===== src/rtl/mac_wave_pkg.sv =====
// Shared types and helpers for the Wave bit-serial MAC.
// Latency: none (types and pure functions only).
// Backpressure: not applicable.
package mac_wave_pkg;

  typedef enum logic [1:0] {
    IDLE  = 2'd0,
    ACCUM = 2'd1,
    DRAIN = 2'd2,
    DONE  = 2'd3
  } state_t;

  // Width of a column sum after the largest bit-position shift.
  function automatic int psum_width(input int dw, input int vl, input int wb);
    return dw + 1 + $clog2(vl) + wb - 1;
  endfunction

  // Signed add clamped to a 'width'-bit signed range; bit 64 flags a clamp.
  // Operands arrive sign-extended to 64 bits, so the raw sum cannot wrap.
  function automatic logic [64:0] sat_add(input logic signed [63:0] a,
                                          input logic signed [63:0] b,
                                          input int width);
    logic signed [63:0] sum;
    logic signed [63:0] max_v;
    logic signed [63:0] min_v;
    sum   = a + b;
    max_v = (64'sd1 <<< (width - 1)) - 64'sd1;
    min_v = -max_v - 64'sd1;
    if (sum > max_v) begin
      sat_add = {1'b1, max_v};
    end else if (sum < min_v) begin
      sat_add = {1'b1, min_v};
    end else begin
      sat_add = {1'b0, sum};
    end
  endfunction

endpackage


===== src/rtl/mac_wave_lane_tree.sv =====
// Per-lane sign/weight-bit select followed by a balanced adder tree.
// Latency: combinational.
// Backpressure: none; the parent decides when the sum is captured.
module mac_wave_lane_tree #(
  parameter int DATA_WIDTH = 8,
  parameter int VEC_LENGTH = 16,
  localparam int TW = DATA_WIDTH + 1,
  localparam int SW = TW + $clog2(VEC_LENGTH)
) (
  input  logic [DATA_WIDTH*VEC_LENGTH-1:0] act_in,
  input  logic [VEC_LENGTH-1:0]            sign,
  input  logic [VEC_LENGTH-1:0]            w_bit,
  output logic [SW-1:0]                    col_sum
);

  localparam int LEVELS = $clog2(VEC_LENGTH);

  logic signed [TW-1:0] terms [VEC_LENGTH];

  // One extra bit of headroom keeps the negation of the most negative activation exact.
  for (genvar i = 0; i < VEC_LENGTH; i++) begin : g_lane
    logic signed [TW-1:0] a_ext;
    assign a_ext    = TW'($signed(act_in[i*DATA_WIDTH +: DATA_WIDTH]));
    assign terms[i] = !w_bit[i] ? '0 : (sign[i] ? -a_ext : a_ext);
  end

  // Level 0 holds the sign-extended lane terms; each higher level halves the count.
  for (genvar lv = 0; lv <= LEVELS; lv++) begin : g_lvl
    localparam int N = VEC_LENGTH >> lv;
    logic signed [SW-1:0] s [N];
    for (genvar j = 0; j < N; j++) begin : g_n
      if (lv == 0) begin : g_leaf
        assign s[j] = SW'(terms[j]);
      end else begin : g_add
        assign s[j] = g_lvl[lv-1].s[2*j] + g_lvl[lv-1].s[2*j+1];
      end
    end
  end

  assign col_sum = g_lvl[LEVELS].s[0];

endmodule


===== src/rtl/mac_unit_wave_acc.sv =====
// Bit-serial weight MAC: shifts each weight bit-column sum into a saturating accumulator.
// Latency: beat accepted at edge k is registered at k, accumulated at k+1; result_valid from k+1 after col_last.
// Backpressure: col_ready only in ACCUM with en=1; result held until result_ready while en=1.
module mac_unit_wave_acc
  import mac_wave_pkg::*;
#(
  parameter int DATA_WIDTH = 8,
  parameter int VEC_LENGTH = 16,
  parameter int W_BITS     = 8,
  parameter int IDX_WIDTH  = $clog2(W_BITS),
  parameter int PSUM_WIDTH = psum_width(DATA_WIDTH, VEC_LENGTH, W_BITS),
  parameter int ACC_WIDTH  = DATA_WIDTH + 16
) (
  input  logic                            clk,
  input  logic                            reset,
  input  logic                            en,
  input  logic                            start,
  input  logic                            load_accum,
  input  logic [ACC_WIDTH-1:0]            accum_prev,
  input  logic                            col_valid,
  output logic                            col_ready,
  input  logic [DATA_WIDTH*VEC_LENGTH-1:0] act_in,
  input  logic [VEC_LENGTH-1:0]           sign,
  input  logic [VEC_LENGTH-1:0]           w_bit,
  input  logic [IDX_WIDTH-1:0]            column_idx,
  input  logic                            col_last,
  output logic [ACC_WIDTH-1:0]            result,
  output logic                            result_valid,
  input  logic                            result_ready,
  output logic                            overflow,
  output logic                            busy
);

  localparam int SW = DATA_WIDTH + 1 + $clog2(VEC_LENGTH);

  if (ACC_WIDTH < PSUM_WIDTH || ACC_WIDTH > 62) begin : g_bad_width
    $error("mac_unit_wave_acc: ACC_WIDTH must be >= PSUM_WIDTH and <= 62");
  end

  state_t                        state;
  logic                          s1_vld;
  logic signed [PSUM_WIDTH-1:0]  s1_psum;
  logic signed [ACC_WIDTH-1:0]   acc;

  logic [SW-1:0]                 col_sum;
  logic signed [PSUM_WIDTH-1:0]  sum_ext;
  logic signed [PSUM_WIDTH-1:0]  col_psum;
  logic                          beat_acc;
  logic                          start_acc;
  logic                          sat_ovf;
  logic signed [63:0]            sat_sum;
  logic                          unused_sat_hi;

  mac_wave_lane_tree #(
    .DATA_WIDTH (DATA_WIDTH),
    .VEC_LENGTH (VEC_LENGTH)
  ) u_tree (
    .act_in  (act_in),
    .sign    (sign),
    .w_bit   (w_bit),
    .col_sum (col_sum)
  );

  assign col_ready    = en && (state == ACCUM);
  assign beat_acc     = col_ready && col_valid;
  assign start_acc    = en && (state == IDLE) && start;
  assign result       = acc;
  assign result_valid = (state == DONE);
  assign busy         = (state != IDLE);

  // Weight the column by its bit position; positions past W_BITS carry no weight.
  always_comb begin
    sum_ext  = {{(PSUM_WIDTH-SW){col_sum[SW-1]}}, col_sum};
    col_psum = '0;
    if (32'(column_idx) < W_BITS) begin
      col_psum = sum_ext <<< column_idx;
    end
  end

  // Clamp the running sum to the accumulator range.
  always_comb begin
    {sat_ovf, sat_sum} = sat_add(64'(acc), 64'(s1_psum), ACC_WIDTH);
  end
  assign unused_sat_hi = ^sat_sum[63:ACC_WIDTH];

  // Job sequencing: wait for start, take columns until col_last, settle, hand off the result.
  always_ff @(posedge clk) begin
    if (reset) begin
      state <= IDLE;
    end else if (en) begin
      case (state)
        IDLE:    if (start) state <= ACCUM;
        ACCUM:   if (col_valid && col_last) state <= DRAIN;
        DRAIN:   state <= DONE;
        DONE:    if (result_ready) state <= IDLE;
        default: state <= IDLE;
      endcase
    end
  end

  // Stage S1 captures the shifted column sum of each accepted beat.
  always_ff @(posedge clk) begin
    if (reset) begin
      s1_vld  <= 1'b0;
      s1_psum <= '0;
    end else if (en) begin
      s1_vld <= beat_acc;
      if (beat_acc) begin
        s1_psum <= col_psum;
      end
    end
  end

  // Accumulator seeds on start and folds in S1; overflow is sticky for the job.
  always_ff @(posedge clk) begin
    if (reset) begin
      acc      <= '0;
      overflow <= 1'b0;
    end else if (en) begin
      if (start_acc) begin
        acc      <= load_accum ? $signed(accum_prev) : '0;
        overflow <= 1'b0;
      end else if (s1_vld) begin
        acc <= sat_sum[ACC_WIDTH-1:0];
        if (sat_ovf) begin
          overflow <= 1'b1;
        end
      end
    end
  end

endmodule


===== config.mk =====
export PLATFORM = sky130hd
export DESIGN_NAME = mac_unit_wave_acc
export DESIGN_NICKNAME = d
export VERILOG_FILES = /design/src/rtl/mac_wave_pkg.sv /design/src/rtl/mac_wave_lane_tree.sv /design/src/rtl/mac_unit_wave_acc.sv
export SDC_FILE = /design/constraint.sdc
export NUM_CORES = 1
export LEC_CHECK = 0
export CORE_ASPECT_RATIO = 0.8
export CORE_MARGIN = 8
export CORE_UTILIZATION = 30
export DETAILED_ROUTE_END_ITERATION = 12
export GPL_TIMING_DRIVEN = 0
export MAX_ROUTING_LAYER = met4
export PLACE_DENSITY = 0.48
export SLEW_MARGIN = 20
export SYNTH_ARGS = -nofsm -noshare
export SYNTH_HDL_FRONTEND = slang
export SYNTH_SLANG_ARGS = --single-unit

===== constraint.sdc =====
create_clock -name clk -period 8.55 [get_ports clk]
set_input_delay 1.2825 -clock clk [delete_from_list [all_inputs] [get_ports clk]]
set_output_delay 1.2825 -clock clk [all_outputs]
set_load 0.05 [all_outputs]

==> impl_metrics.yaml, run 1 <==
clocking:
  clk_latency_ps: 290
  clk_pin_slew_ps: 70
  cts.sinks: 48
  cts_tree: "done"
  cts_max_level: 2
  hold_buffers: 0
  cts-root-buf: "clkbuf_16"
  cts_buffer_depth: 2
  numCtsBuffers: 5
global_routing:
  grt_use_total: 0.168
  grt_pass1_vias: 10283
  gr-total-overflow: 0
  top_usage_layer: "met1"
  antenna_found_initial: 5
  grt_max_degree: 14
  use_met3: 0.0302
  globalRouteMet2Util: 0.235
  grt_pass1_wl_um: 56400
  grt.met1_usage: 0.258
route:
  vias: 9962
  routed_wl_um: 34600
  wl_per_cell_um: 16.7
  dr.pass1.iters: 5
  ant_nets: 0
  via_per_inst: 4.80
  drc: 0
  drt_iter0_markers: 581
die:
  die-area_um2: 42500
  std_cell_rows: 62
  io_pins: 223
  die_w_um: 229
  start_util: 0.303
  die_height_um: 186
  core_um2: 35800
yosys:
  yosys.area_share.simple: 0.216
  synthMuxAreaShare: 0.0212
  synth_xor_area_frac: 0.103
  synthFlopType: "dfxtp_1"
  synth_top_area_share: 0.249
  synth_cell_types: 68
  synth-seq-cells: 48
  synth_area_leader_cell: "fa_1"
  avgSynthCellArea_um2: 7.82
  synth_enable_flop_cells: 0
  yosysMostFrequentCell: "nand2_1"
  synthCells: 1387
  synthArstFlopShare: 0
  yosys.area_share.adder: 0.322
  synth_top_family_by_area: "adder cells"
  ys_seq_area_frac: 0.0886
  synth_compound_area_frac: 0.166
  synth_area_leaders: "fa_1 (25%), xnor2_1 (9.5%), dfxtp_1 (8.9%)"
  synth_top_cells_by_count: "nand2_1 (202), inv_1 (191), fa_1 (135)"
  syn_nets: 1780
  netlist_area_um2: 10900
  ys_warn_count: 0
setup_path:
  cp-startpoint: "act_in[106]"
  crit_fanout: 5
  crit_required_ps: 8700
  r2r_setup_slack_ps: 4540
  cp_top_family: "adder cells"
  r2r_end: "result[14]"
  critPathSlowestCell: "fa_1"
  critPathKind: "input port to flop"
  cp.arrival_ps: 8300
  cp-end-kind: "flop"
  cp-start-kind: "input port"
  ff2ff_path_depth: 11
  cp_cell_sequence: "clkdlybuf4s50_1 -> or3_1 -> or4_1 -> o21ai_0 -> xnor2_1 -> and2_1 -> fa_1 -> fa_1 -> fa_1 -> fa_1 -> fa_1 -> inv_1 -> fa_1 -> inv_1 -> ha_1 -> o21ai_0 -> o21a_1 -> nor3_1 -> nor2_1 -> mux4_2 -> mux2i_1 -> a211oi_1"
  reg2reg_from: "result[0]"
  path_common_cell: "fa_1"
  cp.depth: 22
  endpoint: "s1_psum[14]"
  crit_buf_inv: 3
  max_stage_delay_ps: 580
sta:
  setup_viol: 0
  period_needed_ps: 8150
  skew_ps: 9.31
  max_freq_ghz: 0.123
  slew_headroom: 0.224
  post-route-period-util: 0.953
  hold_viol: 0
  tightest_slew_ps: 1150
  slew_viol_final: 0
  setup_slack_ps: 398
place:
  io_buffers: 195
  gp_congestion: 0.895
  dp_hpwl_um: 31000
  post-place-ws_ps: -62.8
finish:
  nFillCells: 3763
  final_nets: 1982
  drive_gt1_frac: 0.0220
  synthToLayoutAreaGrowth_pct: 25.2
run_status:
  status: "finished, final reports clean"
worst_hold_path:
  hold_class: "flop to flop"
  worstHoldStart: "s1_psum[9]"
flow_run:
  max-cap-violations: 0
worst min-delay path by stage:
stage            endpoint  slack (ps)  cells past startpoint
4_1_cts        s1_psum[9]         470                      2
3_3_place_gp     overflow         450                      2
5_1_grt        s1_psum[6]         490                      2
3_5_place_dp   s1_psum[9]         460                      2
6_report       s1_psum[9]         470                      2
2_1_floorplan  s1_psum[0]         440                      2
repair_timing:
| action | 4_1_cts | 5_1_grt |
|---|---|---|
| gates resized for setup | 0 | 5 |
| setup endpoints to repair | 0 | 2 |
| setup buffers | 0 | 0 |
cell type report:
type / count / area [um2] / area share
multi-input combinational: 1096 / 8980 / 0.662
timing repair buffer: 195 / 1950 / 0.144
sequential: 48 / 961 / 0.0708
antenna: 5 / 12.5 / 0.000921
inverter: 192 / 721 / 0.0531
clock buffer: 7 / 153 / 0.0112
buffer: 51 / 196 / 0.0145
tap: 480 / 601 / 0.0442
cell families (layout without fill, tap and decap cells):
kind of cell,Yosys count,count (layout)
XOR/XNOR,127,127
other,0,5
flip-flops,48,48
AND/OR/NAND/NOR,488,488
AO/OA/AOI/OAI,262,262
buffers and inverters,243,445
adder cells (fa/ha/maj),198,198
multiplexers,21,21
cells in the final DEF, fill, tap and decap left out, types with 13 or more instances in the layout:
master	n
a211oi_1	19
nand2_1	202
and2_1	53
nor2_1	74
a311oi_1	15
ha_1	63
o21ai_0	52
clkdlybuf4s50_1	195
clkbuf_1	45
nand3_1	34
dfxtp_1	48
xnor2_1	118
nand2b_1	33
or3_1	13
o31ai_1	30
a21oi_1	48
mux2i_1	14
fa_1	134
nor2b_1	18
inv_1	191
nor3_1	25
state kept, by name, indices dropped and copies added (netlist names):
register,cells
overflow,1
result,24
s1_psum,20
s1_vld,1
state,2
per-layer routing:
layer  up-vias  part of all wire
li1       5003                 -
met3         2             0.059
met1      4708              0.55
met4         0           0.00084
met2       249              0.39
met5         -                 0
through the flow:
stage	util	std cells	area (um2)	hold slack (ps)	TNS, ps
6_report	0.380	2074	13600	467	0
2_1_floorplan	-	1387	10900	436	0
4_1_cts	0.379	2069	13600	469	0
5_1_grt	0.380	2074	13600	491	-3.38
3_5_place_dp	0.375	2062	13400	461	-62.8
3_3_place_gp	0.375	2062	13400	450	-61.5
worst min-delay path: cells and delay by family, from the launching register on:
kind            cells  cell delay, ps
simple gates        1              60
compound gates      1              50
flops               1             320
Power of run 1 is not shown: default switching activity piles up to over one toggle a cycle in this logic, so the estimate is an artifact.
==> run 2: changes to the inputs <==
Settings changed: CORE_ASPECT_RATIO 0.8 to not set, GPL_ROUTABILITY_DRIVEN set to 0, REMOVE_ABC_BUFFERS set to 1.
==> run 2 against run 1 <==
- critical path depth unchanged
- core utilization increased by 0.39 points
- via count down 2.7%
- worst setup slack gained 38 ps
- clock skew down 3.8 ps
- routed wire length shrank 4.7%
- hold slack got worse by 10 ps
- sequential share of layout area about the same
- fmax grew 0.47%
- non-clock buffer count decreased by 23
- largest cell class unchanged
==> impl_metrics.yaml, run 2 (synthesis results as in run 1) <==
finish:
  finalInstanceArea_um2: 13600
  drive_gt1_frac: 0.0223
  synthToLayoutAreaGrowth_pct: 25.8
  final_cell_mix: "clkdlybuf4s50_1 (221), nand2_1 (202), inv_1 (191)"
  largest_register_ff_count: 24
  diodes: 0
  final_nets: 1959
  layout_commonest_cell: "clkdlybuf4s50_1"
route:
  dr.pass1.iters: 5
  wl_per_cell_um: 16.3
  ant_nets: 0
  vias: 9690
  via_per_inst: 4.78
  routed_wl_um: 33000
  drt_iter0_markers: 376
  drc: 0
clocking:
  cts.sinks: 48
  cts_max_level: 2
  cts_buffer_depth: 2
  cts_tree: "done"
  cts_setup_buffers: 0
  clk_pin_slew_ps: 70
  numCtsBuffers: 5
  cts-root-buf: "clkbuf_16"
  clk_latency_ps: 300
global_routing:
  grt_pass1_wl_um: 53500
  grt_use_total: 0.160
  grt_max_degree: 30
  antenna_found_initial: 0
  grt_pass1_vias: 10230
  gr-total-overflow: 0
worst_hold_path:
  hold_end: "overflow"
  hold_class: "flop to flop"
  worstHoldPathCells: 2
  worstHoldStart: "overflow"
setup_path:
  critPathSlowestCell: "fa_1"
  path_common_cell: "fa_1"
  cp-start-kind: "input port"
  crit_buf_inv: 3
  cp_cell_sequence: "clkdlybuf4s50_1 -> or3_1 -> nand2_1 -> xnor2_1 -> and2_1 -> fa_1 -> fa_1 -> fa_1 -> fa_1 -> fa_1 -> inv_1 -> fa_1 -> inv_1 -> ha_1 -> a211o_1 -> a211oi_1 -> o21ai_0 -> a31oi_1 -> xnor2_1 -> mux2_2 -> o311ai_0 -> a21oi_1"
  crit_fanout: 4
  cp_top_family: "adder cells"
  cp-end-kind: "flop"
  crit_required_ps: 8720
  r2r_end: "result[5]"
  max_stage_delay_ps: 560
  ff2ff_path_depth: 10
  critPathKind: "input port to flop"
  cp.arrival_ps: 8280
  r2r_setup_slack_ps: 5050
  reg2reg_from: "s1_psum[0]"
sta:
  skew_ps: 5.50
  rsz0062_at_grt: "false"
  tightest_slew_ps: 1050
  hold_viol: 0
  setup_slack_ps: 436
  post-route-period-util: 0.949
  max_freq_ghz: 0.123
  period_needed_ps: 8110
  setup_viol: 0
  slew_viol_final: 0
  slew_headroom: 0.302
die:
  die_height_um: 206
  die_w_um: 206
  core_um2: 35600
  std_cell_rows: 69
  start_util: 0.305
  io_pins: 223
  die-area_um2: 42500
place:
  io_buffers: 222
  post-place-ws_ps: -23.5
  place_area_um2: 13500
  dp_hpwl_um: 29400
flow_run:
  max-cap-violations: 0
run_status:
  status: "finished, final reports clean"
==> run 2: routing by layer <==
layer  vias up  track usage  routed length, um
met5         -            -                  0
met3         9       0.0288               1800
met1      4533        0.216              16200
met4         0       0.0109                129
li1       4943            -                  -
met2       205        0.258              14900
==> run 2: metrics by stage <==
stage,cells,setup TNS [ps],hold WS (ps),util
finish,2028,0,457,0.384
global route,2028,0,481,0.384
CTS,2028,0,461,0.383
detailed placement,2020,-23.5,450,0.379
global placement,2019,-91.4,447,0.378
floorplan,1336,0,430,-
==> run 2: layout make-up <==
class	instances	area (um2)
repair buffers	223	2240
inverters	192	721
fillers	3730	21900
clock buffers	6	139
multi-input cells	1096	9000
well taps	461	577
flip-flops and latches	48	961
clock inverters	2	15.0
==> run 2: tightest hold or removal path, cell delays in order, from the launching register on <==
cell	delay, ps
dfxtp_1	310
inv_1	50
a211oi_1	50
==> run 2: how the worst max path moves through the flow <==
| stage | endpoint | slack (ps) | start | cells after the start |
|---|---|---|---|---|
| final | s1_psum[17] | 440 | act_in[106] | 22 |
| after global routing | s1_psum[17] | 40 | act_in[104] | 24 |
| after CTS | s1_psum[16] | 270 | act_in[96] | 25 |
| after detailed placement | s1_psum[16] | -20 | act_in[120] | 24 |
| after global placement | s1_psum[16] | -80 | act_in[96] | 25 |
| after floorplan | s1_psum[14] | 1170 | act_in[105] | 21 |
==> run 2: what timing repair did <==
action,CTS,global route
resized for setup,0,5
endpoints found under the setup margin,0,3
hold buffers,0,0
Power of run 2 is left out for the same reason.
